`src/rtl/mmp_iddmm_pkg.sv`:
```
// rtl/mmp_iddmm_pkg.sv - shared types for the IDDMM sequencer
package mmp_iddmm_pkg;

  // Wide enough for j = 0..64 at the largest legal N_MAX.
  localparam int JW = 7;

  typedef enum logic [2:0] {
    IDLE,
    ISSUE,
    DRAIN,
    SAVE,
    FINSUB,
    DONE
  } state_t;

  typedef struct packed {
    logic          valid;
    logic          ph;
    logic [JW-1:0] j;
    logic          qflag;
  } wb_t;

endpackage

```
`src/rtl/mmp_iddmm_dly.sv`:
```
// rtl/mmp_iddmm_dly.sv - DEPTH x WD shift register with flush; MSB of each entry is its valid bit
module mmp_iddmm_dly #(
  parameter int DEPTH = 8,
  parameter int WD    = 10
) (
  input  logic          clk,
  input  logic          rst,
  input  logic          flush,
  input  logic [WD-1:0] din,
  output logic [WD-1:0] dout,
  output logic          any_valid
);

  logic [WD-1:0] sr [DEPTH];

  always_ff @(posedge clk or posedge rst) begin
    if (rst) begin
      for (int k = 0; k < DEPTH; k++) sr[k] <= '0;
    end else if (flush) begin
      for (int k = 0; k < DEPTH; k++) sr[k] <= '0;
    end else begin
      sr[0] <= din;
      for (int k = 1; k < DEPTH; k++) sr[k] <= sr[k-1];
    end
  end

  assign dout = sr[DEPTH-1];

  always_comb begin
    any_valid = 1'b0;
    for (int k = 0; k < DEPTH; k++) any_valid = any_valid | sr[k][WD-1];
  end

endmodule

```
`src/rtl/mmp_iddmm_seq.sv`:
```
// rtl/mmp_iddmm_seq.sv - IDDMM PE-array sequencer: (i, j) issue walk, PE strobes,
// delayed accumulator write-back and final-subtraction handshake
module mmp_iddmm_seq
  import mmp_iddmm_pkg::*;
#(
  parameter int N_MAX    = 32,
  parameter int AW       = $clog2(N_MAX),
  parameter int PIPE_LAT = 8
) (
  input  logic          clk,
  input  logic          rst,
  input  logic          task_req,
  input  logic [AW:0]   cfg_words,
  input  logic          cfg_half,
  input  logic          abort,
  output logic          task_ack,
  output logic          task_err,
  output logic          task_done,
  output logic          busy,
  output logic          ctl_carry_clr,
  output logic          ctl_carry_ena,
  output logic          ctl_carry_sel,
  output logic          ctl_c_pre_clr,
  output logic          ctl_c_pre_ena,
  output logic          ctl_q_ena,
  input  logic          carry,
  output logic          comp_req,
  input  logic          comp_end,
  output logic          ref_an,
  output logic [AW:0]   rd_addr_x,
  output logic [AW-1:0] rd_addr_y,
  output logic [AW-1:0] rd_addr_m,
  output logic [AW-1:0] rd_addr_a,
  output logic [AW-1:0] wr_a_addr,
  output logic          wr_a_ena
);

  state_t        state;
  logic [AW:0]   n_r;
  logic [AW:0]   j_r;
  logic [AW-1:0] i_r;
  logic          half_r;
  logic          q_r;
  logic          ph_r;
  logic          started;
  logic          issuing;
  logic          slot_end;
  logic          row_end;
  logic          last_row;
  logic          cfg_ok;
  logic          any_valid;
  wb_t           wb_in;
  wb_t           wb_out;

  assign cfg_ok    = (cfg_words != '0) && (int'(cfg_words) <= N_MAX);
  // ISSUE's first cycle is a dead cycle so issue starts one cycle after task_ack.
  assign issuing   = (state == ISSUE) && started;
  assign slot_end  = !half_r || ph_r;
  assign row_end   = !q_r && (j_r == n_r);
  assign last_row  = ({1'b0, i_r} == (n_r - 1'b1));
  assign busy      = (state != IDLE);

  assign rd_addr_x = j_r;
  assign rd_addr_y = i_r;
  assign rd_addr_m = j_r[AW-1:0];
  assign rd_addr_a = j_r[AW-1:0];

  always_comb begin
    wb_in       = '0;
    wb_in.valid = issuing;
    wb_in.ph    = ph_r;
    wb_in.j     = JW'(j_r);
    wb_in.qflag = q_r;
  end

  mmp_iddmm_dly #(
    .DEPTH (PIPE_LAT),
    .WD    ($bits(wb_t))
  ) u_dly (
    .clk       (clk),
    .rst       (rst),
    .flush     (abort),
    .din       (wb_in),
    .dout      (wb_out),
    .any_valid (any_valid)
  );

  always_ff @(posedge clk or posedge rst) begin
    if (rst) begin
      state         <= IDLE;
      n_r           <= '0;
      j_r           <= '0;
      i_r           <= '0;
      half_r        <= 1'b0;
      q_r           <= 1'b0;
      ph_r          <= 1'b0;
      started       <= 1'b0;
      task_ack      <= 1'b0;
      task_err      <= 1'b0;
      task_done     <= 1'b0;
      ctl_carry_clr <= 1'b0;
      ctl_carry_ena <= 1'b0;
      ctl_carry_sel <= 1'b0;
      ctl_c_pre_clr <= 1'b0;
      ctl_c_pre_ena <= 1'b0;
      ctl_q_ena     <= 1'b0;
      comp_req      <= 1'b0;
      ref_an        <= 1'b0;
      wr_a_addr     <= '0;
      wr_a_ena      <= 1'b0;
    end else begin
      task_ack      <= 1'b0;
      task_err      <= 1'b0;
      task_done     <= 1'b0;
      ctl_q_ena     <= issuing && q_r;
      ctl_c_pre_clr <= issuing && q_r;
      ctl_carry_clr <= issuing && (i_r == '0) && (j_r == '0);
      ctl_carry_sel <= issuing && row_end;
      ctl_carry_ena <= issuing && row_end && slot_end;
      ctl_c_pre_ena <= issuing && half_r && ph_r;
      // Data slot j writes word j-1; the Q slot and j=0 carry no result.
      wr_a_ena      <= wb_out.valid && (wb_out.j != '0) && !wb_out.qflag && (!half_r || wb_out.ph);
      wr_a_addr     <= AW'(wb_out.j - 1'b1);

      if (abort) begin
        state         <= IDLE;
        started       <= 1'b0;
        ph_r          <= 1'b0;
        comp_req      <= 1'b0;
        ctl_q_ena     <= 1'b0;
        ctl_c_pre_clr <= 1'b0;
        ctl_carry_clr <= 1'b0;
        ctl_carry_sel <= 1'b0;
        ctl_carry_ena <= 1'b0;
        ctl_c_pre_ena <= 1'b0;
        wr_a_ena      <= 1'b0;
      end else begin
        case (state)
          IDLE: begin
            if (task_req) begin
              if (cfg_ok) begin
                task_ack <= 1'b1;
                n_r      <= cfg_words;
                half_r   <= cfg_half;
                i_r      <= '0;
                j_r      <= '0;
                q_r      <= 1'b1;
                ph_r     <= 1'b0;
                started  <= 1'b0;
                state    <= ISSUE;
              end else begin
                task_err <= 1'b1;
              end
            end
          end
          ISSUE: begin
            started <= 1'b1;
            if (started) begin
              if (half_r) ph_r <= ~ph_r;
              if (slot_end) begin
                if (q_r) begin
                  q_r <= 1'b0;
                end else if (row_end) begin
                  if (last_row) begin
                    state   <= DRAIN;
                    started <= 1'b0;
                    i_r     <= '0;
                    j_r     <= '0;
                  end else begin
                    i_r <= i_r + 1'b1;
                    j_r <= '0;
                    q_r <= 1'b1;
                  end
                end else begin
                  j_r <= j_r + 1'b1;
                end
              end
            end
          end
          DRAIN: begin
            if (!any_valid) state <= SAVE;
          end
          SAVE: begin
            ref_an   <= carry;
            comp_req <= 1'b1;
            state    <= FINSUB;
          end
          FINSUB: begin
            if (comp_end) begin
              comp_req  <= 1'b0;
              task_done <= 1'b1;
              state     <= DONE;
            end
          end
          DONE: begin
            state <= IDLE;
          end
          default: state <= IDLE;
        endcase
      end
    end
  end

endmodule

```
`config.mk`:
```
export PLATFORM = sky130hd
export DESIGN_NAME = mmp_iddmm_seq
export DESIGN_NICKNAME = d
export VERILOG_FILES = /design/src/rtl/mmp_iddmm_pkg.sv /design/src/rtl/mmp_iddmm_dly.sv /design/src/rtl/mmp_iddmm_seq.sv
export SDC_FILE = /design/constraint.sdc
export NUM_CORES = 1
export LEC_CHECK = 0
export ABC_CLOCK_PERIOD_IN_PS = 3100
export CAP_MARGIN = 30
export CORE_MARGIN = 4
export CORE_UTILIZATION = 56
export CTS_CLUSTER_SIZE = 10
export DETAILED_ROUTE_END_ITERATION = 10
export GPL_ROUTABILITY_DRIVEN = 0
export PLACE_DENSITY = 0.86
export SETUP_SLACK_MARGIN = 0.1
export SLEW_MARGIN = 10
export SYNTH_ARGS = -nofsm -noshare
export SYNTH_HDL_FRONTEND = slang
export SYNTH_HIERARCHICAL = 1
export SYNTH_SLANG_ARGS = --single-unit
```
`constraint.sdc`:
```
create_clock -name clk -period 3.1 [get_ports clk]
set_input_delay 0.31 -clock clk [delete_from_list [all_inputs] [get_ports clk]]
set_output_delay 0.31 -clock clk [all_outputs]
set_load 0.03 [all_outputs]
```
Yosys cells after proc, flatten, opt, wreduce, memory -nomap -nowiden
Cells that the tools add are included.
Widths: inputs -> output; s select.
{"block": "classes", "eq_ne": 22, "magnitude_cmp": 1, "shift": 0, "multipliers": 0, "reduce_logical": 36, "add_sub_neg": 4, "div_mod_pow": 0, "n_bitwise": 9, "n_mux": 67}
{"operator": "$mux 80", "n": 1}
{"operator": "$mux 1", "n": 36}
{"operator": "$mux 6", "n": 6}
{"operator": "$mux 5", "n": 7}
{"operator": "$mux 3", "n": 10}
{"operator": "$ne 3x3->1 const B", "n": 10}
{"operator": "$pmux 3 s5", "n": 1}
{"operator": "$logic_and 1x1->1", "n": 13}
{"operator": "$ne 2x2->1 const B", "n": 6}
{"operator": "$pmux 6 s2", "n": 1}
{"operator": "$pmux 5 s2", "n": 1}
{"operator": "$reduce_and 9->1", "n": 1}
{"operator": "$reduce_bool 3->1", "n": 3}
{"operator": "$pmux 1 s2", "n": 4}
{"operator": "$reduce_and 8->1", "n": 1}
{"operator": "$or 1x1->1", "n": 7}
{"operator": "$reduce_and 7->1", "n": 1}
{"operator": "$reduce_bool 7->1", "n": 1}
{"operator": "$add 6x1->6 const B", "n": 1}
{"operator": "$eq 3x2->1 const B", "n": 2}
{"operator": "$eq 5x6->1", "n": 1}
{"operator": "$eq 6x6->1", "n": 1}
{"operator": "$le 6x6->1 const B", "n": 1}
{"operator": "$logic_not 6->1", "n": 1}
{"operator": "17 further kinds", "n": 22}
{"block": "word_totals", "ram_bits": 0, "latch_bits": 0, "mem_bits_ro": 0, "register_bits": 120, "memories": 0, "output_inout_bits": 39, "in_bits": 13, "word_cells": 167}

Longest topological paths before layout
{"block": "depth", "ltp_word": 10, "ltp_mapped": 8, "depth_no_buf": 8}

Hierarchy
Netlist, hierarchy kept.
{"module": "mmp_iddmm_dly", "instances": 1, "cells_each": 182, "seq_area_each_um2": 2001.9, "area_per_inst_um2": 2637.5}
{"module": "mmp_iddmm_seq", "instances": 1, "cells_each": 238, "seq_area_each_um2": 1001.0, "area_per_inst_um2": 2326.0}

Worst setup path after synthesis
Ideal clock, no wire load.
{"block": "synth_path", "path_type": "register to register", "startpoint": "reg j_r[2] (netlist: rd_addr_x[2])", "endpoint": "reg i_r[3] (netlist: rd_addr_y[3])", "arrival_time_ns": 2.010, "path_stages_with_launch": 8, "n_path_buf": 1, "setup_slack_ns": 1.015, "setup_ns": 0.075, "required_time_ns": 3.025, "synth_period_minus_slack_ns": 2.085, "path_cell_list": "dfrtp_1 -> buf_6 -> xor2_1 -> nor4_2 -> nand4_2 -> a21boi_4 -> or3_4 -> o2bb2ai_2"}
{"block": "synth_via", "elab_chain_len": 4}
{"element": "start, declared", "line_no": "mmp_iddmm_seq.sv:40", "rtl": "logic [AW:0] j_r;"}
{"element": "start signal, assigned", "line_no": "mmp_iddmm_seq.sv:175", "rtl": "j_r <= j_r + 1'b1;"}
{"element": "$eq 6x6->1", "line_no": "mmp_iddmm_seq.sv:59", "rtl": "assign row_end = !q_r && (j_r == n_r);"}
{"element": "$logic_and 1x1->1", "line_no": "mmp_iddmm_seq.sv:59"}
{"element": "$ne 2x2->1 (no source line)"}
{"element": "$reduce_and 8->1 (no source line)"}
{"element": "end signal, assigned", "line_no": "mmp_iddmm_seq.sv:170", "rtl": "i_r <= i_r + 1'b1;"}
{"element": "end, declared", "line_no": "mmp_iddmm_seq.sv:41", "rtl": "logic [AW-1:0] i_r;"}
Every way passes these cells.
A chain may end at the register's enable or synchronous reset.

Worst setup path after layout
{"block": "layout_path", "startpoint": "reg state[0]", "endpoint": "out busy"}
{"block": "layout_via", "elab_chain_len": 1}
{"element": "start, declared", "line_no": "mmp_iddmm_seq.sv:38", "rtl": "state_t state;"}
{"element": "start signal, assigned", "line_no": "mmp_iddmm_seq.sv:90", "rtl": "state <= IDLE;"}
{"element": "start signal, assigned", "line_no": "mmp_iddmm_seq.sv:126", "rtl": "state <= IDLE;"}
{"element": "start signal, assigned", "line_no": "mmp_iddmm_seq.sv:150", "rtl": "state <= ISSUE;"}
{"element": "$reduce_bool 3->1", "line_no": "mmp_iddmm_seq.sv:61", "rtl": "assign busy = (state != IDLE);"}
{"element": "end, declared", "line_no": "mmp_iddmm_seq.sv:19", "rtl": "output logic busy,"}
Every way passes these cells.

==> impl_metrics.tcl <==
set metrics [dict create \
    fp.dieW_um 102 \
    place_area_um2 5370 \
    antenna_left 0 \
    ys_ff_latch 120 \
    critPathSlowestCell "clkdlybuf4s50_1" \
    status "completed" \
    synthArstFlopShare_pct 100 \
    via_count 3136 \
    drive_gt1_share_pct 12.4 \
    regArea_um2 3000 \
    cts.sinks 120 \
    clk_latency_ns 0.51 \
    finalClockSkew_ns 0.00674 \
    total_power_uw 5030 \
    rows 34 \
    max_freq_ghz 0.375 \
    wl_per_cell_um 15.8 \
    cap_viol_max_count 0 \
    period_share_pct 86.0 \
    synth_flop_cell "dfrtp_1" \
    nNetsFinal 475 \
    antenna_found_initial 0 \
    setup_tns_ns 0 \
    hold_viol 0 \
    synth_fp_nets 439 \
    grt_pass1_wl_um 15500 \
    setup_viol 0 \
    ys_top_cells_by_area "dfrtp_1 (60%), nor2b_1 (10%), buf_4 (3.3%), xor2_1 (2.1%), mux2_2 (1.6%)" \
    grt_setup_unrepaired "false" \
    yosysWarnings 6 \
    tightest_slew_ns 0.724 \
    worst_path_largest_cell_delay_ns 0.61 \
    die-area_um2 10400 \
    ys_types 57 \
    power_switching_uw 1580 \
    combPwrFrac_pct 22.6 \
    power_density_nw_per_um2 840 \
    dp.cells 544 \
    maxSlewHeadroom_pct 51.6 \
    seqPwrFrac_pct 39.6 \
    die_y_um 102 \
    overflow 0 \
    drt_iter0_drc 207 \
    ys_seq_area_share_pct 60.5 \
    grt_max_degree 81 \
    min_path_type "input port to asynchronous set/reset pin" \
    cts_hold_buf 0 \
    final_common_cell "dfrtp_1" \
    p_int_uw 3450 \
    cp-start-kind "flop" \
    synth_top_cell_by_area "dfrtp_1" \
    cts_setup_buffers 0 \
    synthCells 420 \
    cp_data_required_time_ns 2.79 \
    htreeDepth 4 \
    place_hpwl_um 5520 \
    endpoint_kind "primary output" \
    cts_root_buffer "clkbuf_8" \
    core_area_um2 8680 \
    io_buffers 51 \
    ir_worst_vdd_mv 0.683 \
    power_switching_share_pct 31.4 \
    grt_pass1_vias 3165 \
    worstSetupPathType "flop to primary output" \
    avgSynthCellArea_um2 11.8 \
    min_period_ns 2.67 \
    power_leakage_uw 0.00274 \
    diodes 0 \
    io-pin-count 52 \
    synth_edf_count 0 \
    multiInputGateArea_um2 1650 \
    fillers 597 \
    grt_usage_pct 19.6 \
    finalNonFillerCells 577 \
    syn_to_final_growth_pct 20.6 \
    cp_max_fo 19 \
    cp.arrival_ns 2.36 \
    netlist_area_um2 4960 \
    cts_buffers 17 \
    clk_pin_slew_ns 0.06 \
    cts_buffer_depth 2 \
    slew_viol_final 0 \
    final_cell_mix "dfrtp_1 (120), nor2b_1 (81), clkdlybuf4s50_1 (50)" \
    design_area_um2 5990 \
    netlist.area_leader.share_pct 60.5 \
    drt_wl_total_um 9140 \
    crit_path_cell_trace "nor3_1, inv_1, clkdlybuf4s50_1" \
    firstDrtPassIters 5 \
    start_util_pct 57.2 \
    viasPerCell 5.44 \
    drc 0 \
    cts_tree "done" \
    cts_resized 0 \
    clkPwrFrac_pct 37.9 \
]
critical path, delay by kind of cell (launching register included):
kind,cells,cell delay (ns)
simple gates,1,0.56
buf+inv,2,0.70
flops,1,0.59
Yosys cell counts (all sizes together), types with 2 or more instances:
cell type  instances
nand2b             5
a2111oi            2
nor4               6
nand4              2
a22o               2
nand3              8
dfrtp            120
nor3              14
and2               2
a211oi             2
inv               16
nor3b              3
xnor2              9
or3                2
nand2             15
nor2              20
ha                 6
mux2               8
o32ai              2
a21oi              8
or2                4
nor2b             81
o21ai             13
xor2              12
a21o               2
and3               3
buf               37
layout make-up:
type | count | area share, %
Inverter | 16 | 1.00
Clock buffer | 22 | 7.90
Clock inverter | 10 | 1.94
Tap cell | 108 | 2.26
Timing Repair Buffer | 55 | 9.28
Sequential cell | 120 | 50.1
Multi-Input combinational cell | 246 | 27.5
power by group through the flow:
| stage | Combinational (µW) | Sequential [µW] | Clock [µW] |
|---|---|---|---|
| floorplan | 814 | 1990 | 0 |
| global placement | 1080 | 1990 | 0 |
| detailed placement | 1110 | 2000 | 0 |
| CTS | 1130 | 1990 | 1930 |
| global route | 1230 | 2020 | 2010 |
| finish | 1140 | 1990 | 1910 |
path summary, 6_finish.rpt:
check | from | endpoint | slack (ns) | depth (start not counted)
setup reg to reg | state[0] | n_r[2] | 0.68 | 4
setup / recovery | state[0] | busy | 0.43 | 3
hold / removal | rst | wr_a_addr[2] | 0.07 | 2
min in group clk | abort | state[2] | 0.19 | 2
max in group asynchronous | rst | q_r | 2.31 | 3
hold reg to reg | u_dly/dout[1] | wr_a_addr[0] | 0.45 | 1
per-layer routing:
layer / track usage, % / up-vias / part of all wire (%)
li1: - / 1432 / -
met1: 25.0 / 1558 / 40
met2: 31.3 / 128 / 52
met3: 5.80 / 18 / 6.3
met4: 8.17 / 0 / 1.5
met5: 0 / - / 0
sequential cells by signal (all words and copies together), names as in the netlist, 3 cells and up:
name,count
u_dly/dout,10
rd_addr_x,6
rd_addr_y,5
wr_a_addr,5
u_dly/sr,70
n_r,6
state,3
through the flow:
step	hold WS, ns	worst slack, ns	utilization (%)
after CTS	0.0572	0.435	68.7
after floorplan	0.427	0.738	-
final	0.0671	0.433	69.0
after global placement	0.423	0.804	61.9
after detailed placement	0.439	0.691	61.9
after global routing	0.0999	0.303	69.0
cell families (layout without fill, tap and decap cells):
group	after synthesis	in the layout	synth area share (%)
flops	120	120	60.5
simple gates	169	169	20.0
fa+ha+maj	6	6	1.51
xor+xnor	21	21	3.71
other cells	1	1	0.0756
compound gates	40	40	5.82
mux	9	9	2.02
buf+inv	54	103	6.35
Note: power is estimated with default switching activity, not from simulation.
